File: config.mk
export PLATFORM = sky130hd
export DESIGN_NAME = sample_osc
export DESIGN_NICKNAME = d
export VERILOG_FILES = /design/src/rtl/osc_pkg.sv /design/src/rtl/rise_detect.sv /design/src/rtl/sample_osc.sv
export SDC_FILE = /design/constraint.sdc
export NUM_CORES = 1
export LEC_CHECK = 0
export ABC_AREA = 1
export CAP_MARGIN = 20
export CELL_PAD_IN_SITES_DETAIL_PLACEMENT = 0
export CELL_PAD_IN_SITES_GLOBAL_PLACEMENT = 2
export CORE_MARGIN = 2
export CORE_UTILIZATION = 29
export CTS_CLUSTER_DIAMETER = 120
export CTS_CLUSTER_SIZE = 10
export DETAILED_ROUTE_END_ITERATION = 10
export PLACE_DENSITY = 0.9
export SLEW_MARGIN = 20
export SYNTH_ARGS = -nofsm -noshare
export SYNTH_HDL_FRONTEND = slang
export SYNTH_SLANG_ARGS = --single-unit
File: constraint.sdc
create_clock -name clk -period 2.92 [get_ports clk]
set_input_delay 0.438 -clock clk [delete_from_list [all_inputs] [get_ports clk]]
set_output_delay 0.438 -clock clk [all_outputs]
set_load 0.005 [all_outputs]
File: src/rtl/osc_pkg.sv
// Shared types and constants for the sample-rate oscillator and its neighbours.
package osc_pkg;

    typedef enum logic [1:0] {
        WAVE_SQR = 2'b00,
        WAVE_SAW = 2'b01,
        WAVE_TRI = 2'b10,
        WAVE_OFF = 2'b11
    } wave_t;

    typedef enum logic {
        IDLE = 1'b0,
        RUN  = 1'b1
    } state_t;

    localparam logic [7:0] SAMPLE_MID = 8'h80;

endpackage

File: src/rtl/rise_detect.sv
// Registers a synchronous level and flags its rising edge for one cycle.
module rise_detect (
    input  logic clk,
    input  logic n_rst,
    input  logic d,
    output logic rise
);

    logic d_q;

    always_ff @(posedge clk) begin
        if (!n_rst) begin
            d_q <= 1'b0;
        end else begin
            d_q <= d;
        end
    end

    assign rise = d & ~d_q;

endmodule

File: src/rtl/sample_osc.sv
// Phase-accumulator oscillator: one PCM sample per divider tick, selectable waveform.
module sample_osc
    import osc_pkg::*;
#(
    parameter int unsigned PHASE_W  = 16,
    parameter int unsigned SAMPLE_W = 8
) (
    input  logic                clk,
    input  logic                n_rst,
    input  logic                en,
    input  logic                newclk,
    input  logic [PHASE_W-1:0]  tone_word,
    input  logic [1:0]          wave_sel,
    output logic [SAMPLE_W-1:0] sample,
    output logic                sample_valid
);

    // Midscale scaled to the sample width (8'h80 at the default width).
    localparam logic [SAMPLE_W-1:0] MID = SAMPLE_W'({SAMPLE_MID, 24'd0} >> (32 - SAMPLE_W));

    function automatic logic [SAMPLE_W-1:0] wave_map(input logic [SAMPLE_W-1:0] p,
                                                     input wave_t               sel);
        logic [SAMPLE_W-1:0] ramp;
        logic [SAMPLE_W-1:0] res;
        ramp = {p[SAMPLE_W-2:0], 1'b0};
        res  = MID;
        case (sel)
            WAVE_SQR: res = p[SAMPLE_W-1] ? '1 : '0;
            WAVE_SAW: res = p;
            WAVE_TRI: res = p[SAMPLE_W-1] ? ~ramp : ramp;
            default:  res = MID;
        endcase
        return res;
    endfunction

    state_t              state_q, state_d;
    logic [PHASE_W-1:0]  phase_q, phase_d;
    logic [PHASE_W-1:0]  phase_sum;
    logic [SAMPLE_W-1:0] sample_q, sample_d;
    logic                valid_q, valid_d;
    logic                tick;

    rise_detect u_rise (
        .clk   (clk),
        .n_rst (n_rst),
        .d     (newclk),
        .rise  (tick)
    );

    always_ff @(posedge clk) begin
        if (!n_rst) begin
            state_q  <= IDLE;
            phase_q  <= '0;
            sample_q <= MID;
            valid_q  <= 1'b0;
        end else begin
            state_q  <= state_d;
            phase_q  <= phase_d;
            sample_q <= sample_d;
            valid_q  <= valid_d;
        end
    end

    // Entering RUN starts from phase 0, so the first sample is already f(tone_word).
    always_comb begin
        state_d   = state_q;
        phase_d   = phase_q;
        sample_d  = sample_q;
        valid_d   = 1'b0;
        phase_sum = ((state_q == RUN) ? phase_q : '0) + tone_word;

        if (tick) begin
            valid_d = 1'b1;
            if (en) begin
                state_d  = RUN;
                phase_d  = phase_sum;
                sample_d = wave_map(phase_sum[PHASE_W-1 -: SAMPLE_W], wave_t'(wave_sel));
            end else begin
                state_d  = IDLE;
                phase_d  = '0;
                sample_d = MID;
            end
        end
    end

    assign sample       = sample_q;
    assign sample_valid = valid_q;

endmodule

==> results_dict.tcl <==
set metrics [dict create \
    outcome "finished, final reports clean" \
    seqCellArea_um2 541.8 \
    syn_area_per_cell_um2 5.797 \
    utilization_pct 36.22 \
    fp.coreArea_um2 7807 \
    cp_slowest_cell "dfxtp_2" \
    drc_errors 0 \
    cts_tree "yes" \
    totalWireLength_mm 6.311 \
    reg2reg_depth 18 \
    max_slew_margin_pct 43.40 \
    met2_length_mm 2.998 \
    grt_pass1_vias 2414 \
    cp_data_arrival_time_ns 2.67 \
    r2r_slack_ns 0.47 \
    met1_length_mm 3.080 \
    cts_made_buffers 3 \
    ir_drop_v 0.0001605 \
    critical_path.max_fanout 9 \
    grt_overflow 0 \
    power_switching_uw 258.3 \
    yosysTopAreaCell "nand2_1" \
    p_sw_share_pct 31.27 \
    cts.sinks 27 \
    max_freq_mhz 409.0 \
    die_area_um2 8852 \
    tightest_slew_ns 0.8481 \
    drive_gt1_share_pct 8.736 \
    worstPathRequired_ns 3.14 \
    start_util_pct 30.14 \
    ios 31 \
    start_kind "register" \
    place_congestion 0.8188 \
    synth_ff_type "dfxtp_1" \
    p_int_uw 567.7 \
    powerDensity_nw_per_um2 292.1 \
    wl_met3_um 179 \
    io_buffers 30 \
    critPathTopFamily "simple AND/OR/NAND/NOR gates" \
    n_antenna_cell 0 \
    min_from "u_rise.d_q" \
    ys_warn_count 0 \
    setup_tns_ns 0 \
    drt-initial-drc-count 104 \
    critPathLaunch "state_q" \
    drv_slew 0 \
    synth_seq_area_share_pct 22.97 \
    endpoint_kind "register" \
    crit_path_cell_trace "nand2_1 -> inv_1 -> ha_1 -> inv_1 -> fa_1 -> inv_1 -> nand3_1 -> nand3_1 -> nand3_1 -> nand3_1 -> nand2_1 -> nand2_1 -> nand2_1 -> nand2_1 -> inv_1 -> nand2_1 -> nand2_1 -> a21oi_2" \
    syn_area_um2 2354 \
    num_rows 32 \
    synthTopCellsByArea "nand2_1 28%, dfxtp_1 23%, inv_1 10%, ha_1 8.0%, nand3_1 6.2%" \
    reg2reg_to "sample[4]" \
    rsz0062_at_grt "no" \
    grt_pass1_wl_mm 10.78 \
    p_comb_share_pct 24.7 \
    crit_top_cell "nand2_1" \
    cts_buffer_depth 2 \
    cts-root-buf "clkbuf_8" \
    clock_insertion_delay_worst_skew_ns 0.28 \
    grt.total_usage_pct 15.28 \
    dp.final_hpwl_mm 5.014 \
    synth_edf_count 0 \
    async_reset_ff_share_pct 0 \
    hold_path_class "reg -> reg" \
    final_nets 474 \
    htreeDepth 1 \
    synthDistinctLibCells 31 \
    cts_setup_buffers 0 \
    period_needed_ns 2.445 \
    post_cts_resized 0 \
    p_clk_share_pct 27.9 \
    multi_input_area_um2 1530 \
    syn2layout_area_growth_pct 20.15 \
    synth_top_area_share_pct 27.75 \
    final-hold-violation-count 0 \
    leakage_nw 1.507 \
    dr_total_vias 2428 \
    die_y_um 94.09 \
    drt_first_pass_iters 4 \
    critPathMaxStageDelay_ns 0.49 \
    crit_buf_inv 4 \
    finalCritPeriodShare_pct 83.74 \
    synth_fp_nets 444 \
    path_clk_slew_ns 0.11 \
    setup_viol 0 \
    ys_ff_latch 27 \
    nFillCells 886 \
    synthCells 406 \
    antenna_found_initial 0 \
    synth_most_common_cell "nand2_1" \
    die_x_um 94.09 \
    critPathKind "reg -> reg" \
    grt_max_degree 25 \
    wl_per_cell_um 11.75 \
    topRoutingLayerUsed "met4" \
    fin_skew_ns 0.007290 \
    endpoint "sample[4]" \
    r2r-start "state_q" \
    viasPerCell 4.521 \
    ys_top_cells_by_count "174 x nand2_1, 65 x inv_1, 29 x nand3_1" \
    cp_num_cells 18 \
    cts_hold_buffers 0 \
    drv_cap 0 \
    power_frac_seq_pct 47.4 \
    ant_nets 0 \
]
## cell type report
cell class              count  area share [%]
inverters                  68           9.027
clock buffers               4           1.593
repair buffers             32           11.59
flip-flops and latches     27           19.16
well taps                 102           4.513
multi-input cells         304           54.12
## how the worst min path moves through the flow
stage                     cells past startpoint  slack (ns)           end
final                                         1        0.42  sample_valid
after global routing                          1        0.44  sample_valid
after CTS                                     1        0.42  sample_valid
after detailed placement                      1        0.41  sample_valid
after global placement                        1        0.41  sample_valid
after floorplan                               1        0.39  sample_valid
## worst reg2reg max path, delay by kind of cell (launching register included)
kind            cells  cell delay, ns
simple gates       11            0.95
fa+ha+maj           2            0.56
flops               1            0.49
buf+inv             4            0.28
compound gates      1            0.12
## layer usage
metal / vias up / track usage [%]
met3: 4 / 2.167
met5: - / 0
met1: 1087 / 19.59
met4: 0 / 2.415
met2: 30 / 27.50
li1: 1307 / -
## sequential cells by signal, indices dropped and copies added, names as in the netlist
name and count:
phase_q 16, sample 8, sample_valid 1, state_q 1, u_rise.d_q 1
## logic make-up (layout without fill, tap and decap cells)
logic type	after synthesis	count (layout)	share of synthesized area [%]
buf+inv	75	104	12.01
compound gates	35	35	9.038
xor+xnor	3	3	1.117
simple gates	250	250	46.04
flops	27	27	22.97
fa+ha+maj	16	16	8.825
## through the flow
step	hold slack (ns)	area, um2	std cells	setup WS, ns	power (mW)
2_1_floorplan	0.3917	2354	406	0.7086	0.5259
3_3_place_gp	0.4055	2781	533	0.2630	0.6057
3_5_place_dp	0.4062	2781	533	0.1875	0.6062
4_1_cts	0.4235	2826	537	0.2965	0.8396
5_1_grt	0.4445	2828	537	0.1254	0.8826
6_report	0.4204	2828	537	0.4748	0.8260
## power groups by stage
stage / clock (mW) / sequential, mW / combinational, mW
floorplan: 0 / 0.396 / 0.129
global placement: 0 / 0.400 / 0.206
detailed placement: 0 / 0.400 / 0.206
CTS: 0.241 / 0.391 / 0.207
global route: 0.259 / 0.394 / 0.230
finish: 0.230 / 0.392 / 0.204
## cells in the final DEF, fill, tap and decap left out, types with 2 or more instances in the layout
master and count:
clkbuf_8 3, and2_1 2, ha_1 15, nand3b_1 4, nand2_2 10, inv_1 65, nor3_2 2, nor2_1 16
a21oi_2 8, inv_2 3, xor2_1 2, nand2_4 2, or2_2 3, clkdlybuf4s50_1 30, dfxtp_1 26, nand3_1 29
a21oi_1 22, nand4_1 4, nand2_1 174
Note: power is estimated with default switching activity, not from simulation.
